==> src/rtl/seq_det_pkg.sv <==
// Shared definitions for the programmable serial sequence detector.
//   seq_det_state_t : detector FSM encoding
//   len_width()     : width of a field holding 0..max_len
//   len_mask()      : low-order mask with 'len' ones (len 0..32)
package seq_det_pkg;

   typedef enum logic [1:0] {
      S_UNCFG = 2'd0,
      S_HUNT  = 2'd1,
      S_DET   = 2'd2
   } seq_det_state_t;

   function automatic int len_width(input int max_len);
      return $clog2(max_len + 1);
   endfunction

   function automatic logic [31:0] len_mask(input logic [5:0] len);
      if (len >= 6'd32) begin
         return '1;
      end
      return (32'd1 << len) - 32'd1;
   endfunction

endpackage

==> src/rtl/sat_counter.sv <==
// Saturating up-counter with synchronous clear.
//   clk_i   : clock, rising edge
//   rst_n_i : synchronous active-low reset, counter -> 0
//   inc_i   : increment request (ignored once at all-ones)
//   clr_i   : synchronous clear, wins over inc_i
//   cnt_o   : current count
module sat_counter #(
   parameter int W = 16
) (
   input  logic         clk_i,
   input  logic         rst_n_i,
   input  logic         inc_i,
   input  logic         clr_i,
   output logic [W-1:0] cnt_o
);

   logic [W-1:0] cnt_q, cnt_d;

   always_comb begin
      cnt_d = cnt_q;
      if (clr_i) begin
         cnt_d = '0;
      end else if (inc_i && (cnt_q != '1)) begin
         cnt_d = cnt_q + W'(1);
      end
   end

   always_ff @(posedge clk_i) begin
      if (!rst_n_i) begin
         cnt_q <= '0;
      end else begin
         cnt_q <= cnt_d;
      end
   end

   assign cnt_o = cnt_q;

endmodule

==> src/rtl/seq_det_prog.sv <==
// Runtime-programmable serial sequence detector (Moore output).
//   clk_i         : clock, rising edge
//   rst_n_i       : synchronous active-low reset (clears configuration too)
//   cfg_load_i    : strobe capturing cfg_pattern_i / cfg_len_i / cfg_overlap_i
//   cfg_pattern_i : pattern, first bit received = bit [len-1]
//   cfg_len_i     : pattern length, legal 1..MAX_LEN
//   cfg_overlap_i : 1 = overlapping matches, 0 = flush fill after a match
//   valid_i       : qualifies data_i
//   data_i        : serial data bit
//   clr_cnt_i     : synchronous clear of the match counter
//   seq_det_o     : one-cycle pulse the cycle after the accepting bit
//   match_cnt_o   : saturating match count
//   cfg_err_o     : one-cycle pulse after a rejected load
//   armed_o       : a legal configuration is loaded
module seq_det_prog
   import seq_det_pkg::*;
#(
   parameter int MAX_LEN = 8,
   parameter int CNT_W   = 16,
   parameter int LEN_W   = len_width(MAX_LEN)
) (
   input  logic               clk_i,
   input  logic               rst_n_i,
   input  logic               cfg_load_i,
   input  logic [MAX_LEN-1:0] cfg_pattern_i,
   input  logic [LEN_W-1:0]   cfg_len_i,
   input  logic               cfg_overlap_i,
   input  logic               valid_i,
   input  logic               data_i,
   input  logic               clr_cnt_i,
   output logic               seq_det_o,
   output logic [CNT_W-1:0]   match_cnt_o,
   output logic               cfg_err_o,
   output logic               armed_o
);

   localparam logic [LEN_W-1:0] MAX_LEN_L = LEN_W'(MAX_LEN);

   seq_det_state_t     state_q, state_d;
   logic [MAX_LEN-1:0] pat_q, pat_d;
   // Only MAX_LEN-1 past bits are needed: the current bit completes the window.
   logic [MAX_LEN-2:0] hist_q, hist_d;
   logic [LEN_W-1:0]   len_q, len_d;
   logic [LEN_W-1:0]   fill_q, fill_d;
   logic               ovl_q, ovl_d;
   logic               err_q, err_d;

   logic [MAX_LEN-1:0] window;
   logic [MAX_LEN-1:0] mask;
   logic [LEN_W:0]     fill_inc;   // one extra bit so len = MAX_LEN never wraps
   logic               armed;
   logic               cfg_legal;
   logic               accept;
   logic               match_hit;

   assign armed     = (state_q != S_UNCFG);
   assign cfg_legal = (cfg_len_i != '0) && (cfg_len_i <= MAX_LEN_L);
   // A load in the same cycle swallows the data bit.
   assign accept    = armed && valid_i && !cfg_load_i;
   assign window    = {hist_q, data_i};
   assign mask      = MAX_LEN'(len_mask(6'(len_q)));
   assign fill_inc  = {1'b0, fill_q} + (LEN_W+1)'(1);
   assign match_hit = accept
                    && (fill_inc >= {1'b0, len_q})
                    && (((window ^ pat_q) & mask) == '0);

   always_comb begin
      state_d = state_q;
      pat_d   = pat_q;
      hist_d  = hist_q;
      len_d   = len_q;
      fill_d  = fill_q;
      ovl_d   = ovl_q;
      err_d   = 1'b0;

      // The match pulse is a single cycle regardless of what else happens.
      if (state_q == S_DET) begin
         state_d = S_HUNT;
      end

      if (cfg_load_i) begin
         if (cfg_legal) begin
            pat_d   = cfg_pattern_i;
            len_d   = cfg_len_i;
            ovl_d   = cfg_overlap_i;
            hist_d  = '0;
            fill_d  = '0;
            state_d = S_HUNT;
         end else begin
            err_d = 1'b1;
         end
      end else if (accept) begin
         hist_d = window[MAX_LEN-2:0];
         fill_d = (fill_inc >= {1'b0, len_q}) ? len_q : fill_inc[LEN_W-1:0];
         if (match_hit) begin
            state_d = S_DET;
            if (!ovl_q) begin
               fill_d = '0;
            end
         end
      end
   end

   always_ff @(posedge clk_i) begin
      if (!rst_n_i) begin
         state_q <= S_UNCFG;
         pat_q   <= '0;
         hist_q  <= '0;
         len_q   <= '0;
         fill_q  <= '0;
         ovl_q   <= 1'b0;
         err_q   <= 1'b0;
      end else begin
         state_q <= state_d;
         pat_q   <= pat_d;
         hist_q  <= hist_d;
         len_q   <= len_d;
         fill_q  <= fill_d;
         ovl_q   <= ovl_d;
         err_q   <= err_d;
      end
   end

   sat_counter #(
      .W(CNT_W)
   ) u_match_cnt (
      .clk_i   (clk_i),
      .rst_n_i (rst_n_i),
      .inc_i   (match_hit),
      .clr_i   (clr_cnt_i),
      .cnt_o   (match_cnt_o)
   );

   assign seq_det_o = (state_q == S_DET);
   assign cfg_err_o = err_q;
   assign armed_o   = armed;

endmodule

==> config.mk <==
export PLATFORM = sky130hd
export DESIGN_NAME = seq_det_prog
export DESIGN_NICKNAME = d
export VERILOG_FILES = /design/src/rtl/seq_det_pkg.sv /design/src/rtl/sat_counter.sv /design/src/rtl/seq_det_prog.sv
export SDC_FILE = /design/constraint.sdc
export NUM_CORES = 1
export LEC_CHECK = 0
export BUFFER_PORTS_ARGS = -buffer_cell sky130_fd_sc_hd__buf_2
export CELL_PAD_IN_SITES_DETAIL_PLACEMENT = 2
export CELL_PAD_IN_SITES_GLOBAL_PLACEMENT = 2
export CORE_UTILIZATION = 35
export CTS_CLUSTER_SIZE = 24
export DETAILED_ROUTE_END_ITERATION = 6
export PLACE_DENSITY_LB_ADDON = 0.3
export SLEW_MARGIN = 10
export SYNTH_ARGS = -nofsm -noshare
export SYNTH_HDL_FRONTEND = slang
export SYNTH_SLANG_ARGS = --single-unit
==> constraint.sdc <==
create_clock -name clk_i -period 7.4 [get_ports clk_i]
set_input_delay 1.48 -clock clk_i [delete_from_list [all_inputs] [get_ports clk_i]]
set_output_delay 1.48 -clock clk_i [all_outputs]
set_load 0.02 [all_outputs]
=== Word-level counts from Yosys, hierarchy flattened ===
Cells that the tools add are included.

* Bits in registers: 43

* Add/subtract/negate cells: 3
* Order comparisons: 2
* Eq/ne operators: 3
* Shift operators: 1
* Multiplexer cells: 15
* Bitwise operators: 3
* Reductions and logical operators: 15

{| class="wikitable"
|+ Operators with widths
! operator !! number
|-
| 4-bit 2-to-1 mux || 6
|-
| 7-bit 2-to-1 mux || 3
|-
| 16-bit by 1-bit adder with 16-bit output (second input constant) || 1
|-
| 16-bit inequality test (second input constant) || 1
|-
| 2-bit 2-to-1 mux || 5
|-
| 8-bit AND || 1
|-
| 8-bit logical NOT || 1
|-
| 1-bit by 4-bit << shifter with 8-bit output (first input constant) || 1
|-
| 8-bit by 1-bit subtractor with 8-bit output (second input constant) || 1
|-
| 8-bit XOR || 1
|-
| 1-bit logical AND || 6
|-
| 2-bit AND reduction || 3
|-
| 4-bit by 1-bit adder with 5-bit output (second input constant) || 1
|-
| 5-bit by 4-bit greater-or-equal comparator with 1-bit output || 1
|-
| 4-bit <= comparator (second input constant) || 1
|-
| 2-bit nonzero test || 2
|-
| 4-bit nonzero test || 1
|-
| 2-bit == test (second input constant) || 1
|-
| 2-bit by 1-bit inequality test with 1-bit output (second input constant) || 1
|-
| 2-bit OR reduction || 1
|-
| 1-bit logical NOT || 1
|-
| 1-bit 2-to-1 mux || 1
|-
| 1-bit NOT || 1
|}

=== Longest topological paths before layout ===
Gate-level depths: netlist of run 1.

* Depth in word-level cells: 8
* Mapped depth: 13
* Gate-level depth less buffers: 9

=== Hierarchy ===
Synthesis of run 1 repeated with hierarchy kept, for this count alone.

* Cells, all modules: 266
* Area total of the unflattened synthesis: 2382.3 sq um

{| class="wikitable"
|+ By module, submodules not included
! module !! times used !! cells an instance !! area each (sq um) !! sequential area each (sq um)
|-
| seq_det_prog || 1 || 175 || 1517.7 || 540.5
|-
| sat_counter || 1 || 91 || 864.6 || 320.3
|}

=== Worst setup path before layout of run 1 ===
No wires, ideal clock.

* Path kind: input-to-reg
* Start: in data_i
* End: reg u_match_cnt.cnt_q[10] (netlist: u_match_cnt.cnt_o[10])
* Data arrival time: 3323 ps
* Data required time: 7330 ps
* Path slack: 4006 ps
* Stages: 7
* Buffers on the path: 1
* Cells stage by stage: xor2_1 -> a2111oi_2 -> nand4_1 -> or4b_4 -> buf_6 -> or4_1 -> a21oi_1

* Cells in the longest elaborated chain, start to end: 5

{| class="wikitable"
|+ Ends and longest elaborated chain
! what !! line !! text
|-
| from (decl) || seq_det_prog.sv:29 || <nowiki>input logic data_i,</nowiki>
|-
| 8-bit XOR || seq_det_prog.sv:65 || <nowiki>&& (((window ^ pat_q) & mask) == '0);</nowiki>
|-
| 8-bit AND || seq_det_prog.sv:65 ||
|-
| 8-bit logical NOT || seq_det_prog.sv:65 ||
|-
| 1-bit logical AND || seq_det_prog.sv:65 ||
|-
| 1-bit logical AND || sat_counter.sv:23 || <nowiki>end else if (inc_i && (cnt_q != '1)) begin</nowiki>
|-
| to (signal assigned) || sat_counter.sv:32 || <nowiki>cnt_q <= cnt_d;</nowiki>
|-
| to (decl) || sat_counter.sv:17 || <nowiki>logic [W-1:0] cnt_q, cnt_d;</nowiki>
|}

No other way between the ends.
A chain may end at the register's enable or synchronous reset.

=== Worst setup path in the final report of run 1 ===
* Start: in data_i
* End: reg u_match_cnt.cnt_q[5] (netlist: u_match_cnt.cnt_o[5])

Same word-level chain as after synthesis.

==> results of run 1 <==
[power breakdown]
part / switching, µW / internal, µW / leakage [µW] / total [µW]
clock network: 87.7 / 135 / 0.0000654 / 223
registers: 5.73 / 236 / 0.000348 / 242
logic: 32.7 / 20.4 / 0.000599 / 53.0
[layer usage]
metal / GRT usage, % / vias up / part of all wire (%)
met1: 25.74 / 1096 / 48
met3: 3.777 / 7 / 2.8
li1: - / 1100 / -
met4: 6.113 / 0 / 1.3
met2: 33.23 / 34 / 48
met5: 0 / - / 0
[kinds of logic after synthesis]
logic type / after synthesis / synth area share [%]
flops: 43 / 37.15
simple gates: 121 / 27.38
compound gates: 78 / 22.41
mux: 1 / 0.4320
xor+xnor: 11 / 4.158
fa+ha+maj: 7 / 3.780
buf+inv: 24 / 4.697
[metrics by stage]
| stage | cell area, µm² | hold slack (ps) | std cells | power (µW) | utilization [%] |
|---|---|---|---|---|---|
| 5_1_grt | 2656 | 513.5 | 390 | 542.4 | 41.59 |
| 3_3_place_gp | 2524 | 460.5 | 382 | 298.7 | 39.52 |
| 3_5_place_dp | 2524 | 475.7 | 382 | 300.8 | 39.52 |
| 2_1_floorplan | 2317 | 443.6 | 285 | 283.5 | - |
| 6_report | 2656 | 484.0 | 390 | 517.7 | 41.59 |
| 4_1_cts | 2656 | 487.5 | 390 | 523.0 | 41.59 |
[final timing paths]
check           start              endpoint  slack (ps)  cells past startpoint
min reg2reg  pat_q[0]              pat_q[0]         480                      2
min          pat_q[0]              pat_q[0]         480                      2
max            data_i  u_match_cnt.cnt_o[5]        3920                      7
max reg2reg  len_q[0]  u_match_cnt.cnt_o[5]        4130                      8
[cell type report]
class                   instances  area, µm²
clock buffers                   6      72.57
clock inverters                 2      60.06
fillers                       753       3730
inverters                       5      18.77
multi-input cells             218       1348
flip-flops and latches         43      860.8
well taps                      77      96.34
repair buffers                 39      200.2
[worst register-to-register path: stages, from the launching register on]
cell       delay, ps
dfxtp_1          410
or4_4            590
ha_1             310
and2_1           190
o2111ai_1        180
nand4_1          140
or4b_4           680
or4_1            530
a21oi_1          170
[sequential cells by signal, indices dropped and copies added, names as in the netlist]
name and flops:
fill_q 4, hist_q 7, len_q 4, state_q 2
ovl_q 1, pat_q 8, cfg_err_o 1, u_match_cnt.cnt_o 16
[layout by cell type, fill, tap and decap left out, types with 2 or more instances in the layout]
cell type,Yosys,routed
nand3_1,20,20
xnor2_1,5,5
o21ai_0,9,9
clkbuf_8,0,5
a21boi_0,20,20
a21oi_1,21,21
and3_1,7,7
dfxtp_1,43,43
or3_1,3,3
nor3_1,3,3
inv_1,5,5
xor2_1,6,6
buf_4,1,2
buf_2,0,37
nor2_1,6,6
a31oi_1,2,2
ha_1,7,7
bufinv_16,0,2
nand4_1,4,4
or4_1,12,12
nand2_1,48,48
o211ai_1,2,2
and4_1,3,3
nor2b_1,3,3
nor4b_1,2,2
o31ai_1,14,14
nand2b_1,4,4
==> run metrics, run 1 <==
detailed-placement wirelength estimate 4620 µm; Total GRT Usage 19.84%; sequential share of the synthesized area between 30% and 40%; distinct cell type count after synthesis 44; syn nets 311; top-area cell type share of the netlist area 37.15%; Startpoint Class input port; area leader, netlist dfxtp_1; area of the core between 6000 and 7000 µm²; crit path DAT 3690 ps; # setup viols final 0; P&R area growth vs syn 14.63%; vias per inst about 5.7; Max clock buf depth 2; largest net degree at the start of global routing 32; worst endpoint required time around 7600 ps; unrepaired setup endpoints after global routing false; CP max-delay cell or4b_4; DRC 0; cell family with the largest share of critical-path delay simple AND/OR/NAND/NOR gates; DR pass1 iterations 4; Crit. End Element register; HP Class reg -> reg; clock-pin slew of the registers on the worst-case setup and hold paths 80 ps; final setup margin approximately 3900 ps; pre-CTS setup slack 3651 ps; Slew headroom 36.30%; post-CTS sizing 0; slowest stage delay, CP 680 ps; number of flops mapped to enable cells by yosys 0; Overflow after GRT 0; Max VDD drop 101.1 µV; final WL 6491 µm; outcome completed; synthesized instance count 285; DR vias 2237; average wire per standard cell approximately 17 µm; CTS tree done; CTS root buf clkbuf_8; Synth top cells by count nand2_1 (48), dfxtp_1 (43), a21oi_1 (21); Mapped Area roughly 2300 µm²; port buffer count 37; f_max 287.5 MHz; die width between 80 and 90 µm; most frequent cell after synthesis nand2_1; Post-CTS Hold Buffers 0; period utilization 47.01%; share of cells above drive strength 1 15.65%; height of the chip approximately 83 µm; top area cells in the synthesized netlist dfxtp_1 (37%), nand2_1 (7.8%), a21boi_0 (6.5%), a21oi_1 (4.5%), o31ai_1 (4.5%); Max Clock Skew 19.83 ps; ys async rst share 0%; Max FO, Critical Path 31; die area a little under 7000 µm²; initial DRC count 59; Final ANT Viol Nets 0; H-Tree Depth 2; critical-path cell list buf_2 -> xor2_1 -> a2111oi_2 -> nand4_1 -> or4b_4 -> or4_1 -> a21oi_1; Syn Area/Cell 8.131 µm²; crit path time final 3479 ps; WP buf/inv 1; FP Rows 29; Power Density about 200 nW/µm²; nets around 340; Yosys reg bits 43; maxcap violations 0; number of global-route vias before repair 2259; total CTS buffers 5; first-pass GRT wire length 11210 µm; Initial Util 36.29%; max-slew violation count 0; Crit Path Category in -> reg; TNS Setup 0 ps; n_diodes 0; Fin. Hold Viols 0; setup repair bufs after CTS 0; top_reg_cell synth dfxtp_1; IO Count 38; Pleak a little over 0.001 µW; Routability Congestion 0.7493; Skew-Pair Late Insertion Delay ~310 ps; Yosys Warn Count 0; TritonCTS Sinks 43; Least-Margin Pin Slew 952.8 ps; initial antenna violation count 0
Power figures use the tool's default switching activity.
==> run 2, diff against run 1 <==
Settings changed: ABC_AREA from default to 1, CORE_UTILIZATION 35 to 31.
Clock period 7.4 ns to 3.55 ns, I/O delays scaled along.
==> run metrics, run 2 <==
outcome completed; most frequent cell after synthesis nand2_1; sequential share of power 51.0%; Max Clock Skew 9.872 ps; Max clock buf depth 2; area of the core 7767 µm²; CP most frequent cell nand2_1; Synth top cells by count nand2_1 (80), dfxtp_1 (43), nor2_1 (41); P&R area growth vs syn 13.05%; die area 8469 µm²; max FFs per register 16; syn nets 387; sequential share of the synthesized area 34.26%; IO Count 38; average wire per standard cell 15.15 µm; post-route design area between 2000 and 3000 µm²; CP max-delay cell dfxtp_1; post-CTS sizing 0; ys async rst share 0%; area leader, netlist dfxtp_1; nets 419; Slew headroom about 51%; Syn Area/Cell 6.960 µm²; total area of sequential cells ~860 µm²; number of global-route vias before repair 2746; H-Tree Depth 2; DRC 0; Crit Path Category reg -> reg; height of the chip 92.03 µm; setup repair bufs after CTS 0; CTS tree done; GR Util met2 36.32%; vias per inst 5.016; HP Class reg -> reg; TNS Setup 0 ps; Final Util 36.57%; # setup viols final 0; Comb pwr share approximately 18%; Final ANT Viol Nets 0; distinct cell type count after synthesis 29; share of cells above drive strength 1 16.75%; internal cell power about 690 µW; die width between 90 and 100 µm; NetSw 315.3 µW; grt peak-use layer met2; DR vias 2488; fill count 991; top area cells in the synthesized netlist dfxtp_1 (34%), nand2_1 (12%), a21oi_1 (7.4%), nor2_1 (6.1%), inv_1 (5.2%); top_reg_cell synth dfxtp_1; Yosys reg bits 43; Hold WS 481.6 ps; Skew-Pair Late Insertion Delay ~300 ps; final WL 7513 µm; worst endpoint required time about 3800 ps; crit path DAT 2850 ps; DR pass1 iterations 4; grt met3 use between 2 and 3%; multi-input gate area in the final layout 1428 µm²; top-area cell type share of the netlist area around a third; unrepaired setup endpoints after global routing false; Crit. End Element register; Overflow after GRT 0; Net Sw Frac 31.36%; first-pass GRT wire length 13110 µm; Mapped Area 2512 µm²; CTS root buf clkbuf_8; maxcap violations 0; Pleak 0.001203 µW; clock share of power 31.0%; WP buf/inv 1; initial antenna violation count 0; n_diodes 0; critical-path cell list ha_1 -> xor2_1 -> ha_1 -> nand2_1 -> nand2_1 -> nand3_1 -> nand2_1 -> inv_2 -> nand3_2 -> nand4_1 -> nand3_1 -> a21oi_1; met1 Use GR between 20% and 30%; detailed-placement wirelength estimate 5740 µm; synthesized instance count approximately 360; commonest non-fill, non-tap cells in the layout nand2_1 (80), dfxtp_1 (43), nor2_1 (41); non-filler cells, final 496; port buffer count 37; Power Density approximately 350 nW/µm²; Total GRT Usage 19.52%; most common cell after layout, fill and taps aside nand2_1; clock-pin slew of the registers on the worst-case setup and hold paths 80 ps; TritonCTS Sinks between 40 and 50; Startpoint Class register; total CTS buffers 5; Least-Margin Pin Slew between 700 and 800 ps; Routability Congestion between 0.7 and 0.8; crit path time final 2625 ps; number of flops mapped to enable cells by yosys 0; slowest stage delay, CP around 430 ps; initial DRC count 80; Yosys Warn Count 0; FP Rows 32; Post-CTS Hold Buffers 0; max-slew violation count 0; period utilization 73.94%; f_max between 300 and 400 MHz; placed insts between 400 and 500; Max VDD drop around 150 µV; largest net degree at the start of global routing 26; DP Area 2759 µm²; Initial Util 32.35%; Max FO, Critical Path 25; Fin. Hold Viols 0; cell family with the largest share of critical-path delay simple AND/OR/NAND/NOR gates
==> run 2: changes by cell type in the layout (fill, tap and decap cells not counted), sizes merged, moves of 14 or more <==
cell / previous run / this run
nand2: 48 / 84
o31ai: 14 / 0
inv: 5 / 40
a21boi: 20 / 0
nand4: 4 / 21
nor2: 6 / 46
a21oi: 21 / 37
==> run 2: path summary, 6_finish.rpt <==
kind | startpoint | to | slack, ps | depth (start not counted)
worst max-delay path | fill_q[0] | fill_q[0] | 920 | 12
worst min-delay path | pat_q[7] | pat_q[7] | 480 | 2
worst max register to register | fill_q[0] | fill_q[0] | 920 | 12
worst min register to register | pat_q[7] | pat_q[7] | 480 | 2
==> run 2: cells by family after synthesis <==
family,after synthesis,synth area share (%)
AO/OA/AOI/OAI,55,11.06
flip-flops,43,34.26
XOR/XNOR,19,6.624
buffers and inverters,53,8.915
adder cells (fa/ha/maj),7,3.486
AND/OR/NAND/NOR,184,35.66
==> run 2: metrics by stage <==
step | total power [µW] | worst slack, ps
floorplan | 654.9 | 1557
global placement | 700.7 | 785.9
detailed placement | 707.2 | 701.6
CTS | 1021 | 887.2
global route | 1060 | 620.6
finish | 1005 | 925.0
==> run 2: final cells by class <==
| cell class | instances | area share [%] |
|---|---|---|
| repair buffers | 38 | 6.784 |
| flip-flops and latches | 43 | 30.31 |
| multi-input cells | 265 | 50.26 |
| clock buffers | 7 | 2.687 |
| inverters | 40 | 5.286 |
| well taps | 102 | 4.493 |
| clock inverters | 1 | 0.1762 |
==> run 2: routing by layer <==
metal	up-vias	share of wire, %
li1	1239	-
met1	1205	44
met2	38	52
met3	6	2.9
met4	0	0.97
met5	-	0
==> run 2: worst min-delay path: stages, from the launching register on <==
cell and delay [ps]:
dfxtp_1 310, inv_1 70, a21oi_1 60
==> run 2: power by group through the flow <==
stage	sequential (µW)	combinational [µW]	clock [µW]
after floorplan	518	137	0
after global placement	524	177	0
after detailed placement	525	183	0
after CTS	513	184	323
after global routing	515	207	339
final	513	181	312
==> run 3, diff against run 2 <==
Settings changed: CORE_UTILIZATION 31 to 28.
Clock period 3.55 ns to 2.25 ns, I/O delays scaled along.
==> run metrics, run 3 (synthesis results as in run 2) <==
CP most frequent cell nand2_1; share of cells above drive strength 1 approximately a fifth; max-slew violation count 0; Max clock buf depth 2; final setup margin 156.4 ps; CTS tree done; # setup viols final 0; Max Clock Skew 7.182 ps; number of global-route vias before repair around 2800; NetSw 534.1 µW; clock-pin slew of the registers on the worst-case setup and hold paths 80 ps; Fin. Hold Viols 0; P&R area growth vs syn 18.63%; nets 430; multi-input gate area in the final layout 1476 µm²; sequential share of power roughly half; crit path time final 2094 ps; detailed-placement wirelength estimate just under 6000 µm; Total GRT Usage 17.41%; CTS root buf clkbuf_8; internal cell power 1118 µW; maxcap violations 0; Overflow after GRT 0; Max VDD drop 330.5 µV; Final ANT Viol Nets 0; clock share of power between 30% and 40%; Reg-to-Reg Start len_q[0]; f_max about 480 MHz; pre-CTS setup slack around 27 ps; die width 96.73 µm; Net Sw Frac between 30% and 40%; outcome completed; fill count between 1000 and 1500; Post-CTS Hold Buffers 0; Hold WS 379.3 ps; first-pass GRT wire length 13300 µm; unrepaired setup endpoints after global routing true; slowest stage delay, CP 410 ps; commonest non-fill, non-tap cells in the layout nand2_1 (80), dfxtp_1 (42), nor2_1 (40); DR pass1 iterations 4; DR vias 2552; vias per inst 4.975; height of the chip 96.73 µm; initial DRC count between 40 and 50; H-Tree Depth 2; post-route design area 2980 µm²; Power Density 554.4 nW/µm²; Max FO, Critical Path 14; die area 9356 µm²; worst endpoint required time 2480 ps; Pleak between 0.001 and 0.0015 µW; post-CTS sizing 0; Slew headroom 64.77%; Comb pwr share roughly a fifth; total CTS buffers 5; Crit. Startpoint len_q[0]; total area of sequential cells 862.1 µm²; TNS Setup 0 ps; port buffer count 37; FP Rows 34; Skew-Pair Late Insertion Delay 300 ps; TritonCTS Sinks 43; area of the core a little under 9000 µm²; largest net degree at the start of global routing 19; setup repair bufs after CTS 0; most common cell after layout, fill and taps aside nand2_1; max FFs per register 16; initial antenna violation count 0; Crit. End Element register; period utilization between 90% and 100%; n_diodes 0; Crit Path Category reg -> reg; final WL 8060 µm; Routability Congestion around 0.77; critical-path cell list nor2_2 -> nand2_1 -> ha_1 -> a21oi_1 -> nand2_1 -> nand2_1 -> nor2_2 -> nand3_2 -> nor2_8 -> buf_6 -> nand4_1 -> a21oi_2; IO Count 38; crit path DAT approximately 2300 ps; DRC 0; CP max-delay cell dfxtp_1; HP Class in -> reg; Initial Util 28.81%; average wire per standard cell 15.71 µm; Least-Margin Pin Slew around 530 ps; Hold Startpoint cfg_pattern_i[2]; Startpoint Class register; DP Area about 2800 µm²
## run 3: through the flow
stage / utilization, % / instances / total power [µW]
after floorplan: - / 361 / 1033
after global placement: 32.50 / 503 / 1124
after detailed placement: 32.50 / 503 / 1139
after CTS: 33.47 / 511 / 1653
after global routing: 34.18 / 513 / 1752
final: 34.18 / 513 / 1652
## run 3: area by class of cell
class                   instances  area share, %
repair buffers                 47          9.110
clock buffers                   6          2.435
well taps                     108          4.534
multi-input cells             267          49.54
inverters                      40          5.038
flip-flops and latches         43          28.93
clock inverters                 2         0.4198
## run 3: worst paths after layout
check	end	slack, ps	cells after the start
max	u_match_cnt.cnt_o[1]	160	12
min	pat_q[2]	380	3
max reg2reg	u_match_cnt.cnt_o[1]	160	12
min reg2reg	pat_q[7]	480	2
## run 3: critical path: cells and delay by family (launching register included)
kind            cells  cell delay (ps)
simple gates        8              950
flops               1              410
fa+ha+maj           1              280
buf+inv             1              190
compound gates      2              180
## run 3: per-layer routing
metal | vias to the layer above | track usage [%] | share of wire, %
met2 | 26 | 34.07 | 54
met4 | 0 | 3.100 | 0.62
met3 | 4 | 2.601 | 1.8
li1 | 1264 | - | -
met1 | 1258 | 19.83 | 43
met5 | - | 0 | 0
## run 3: power groups by stage
stage | registers (µW) | clock network [µW] | logic (µW)
after floorplan | 818 | 0 | 216
after CTS | 809 | 528 | 316
after global placement | 825 | 0 | 300
after global routing | 813 | 555 | 384
final | 809 | 501 | 342
after detailed placement | 826 | 0 | 313
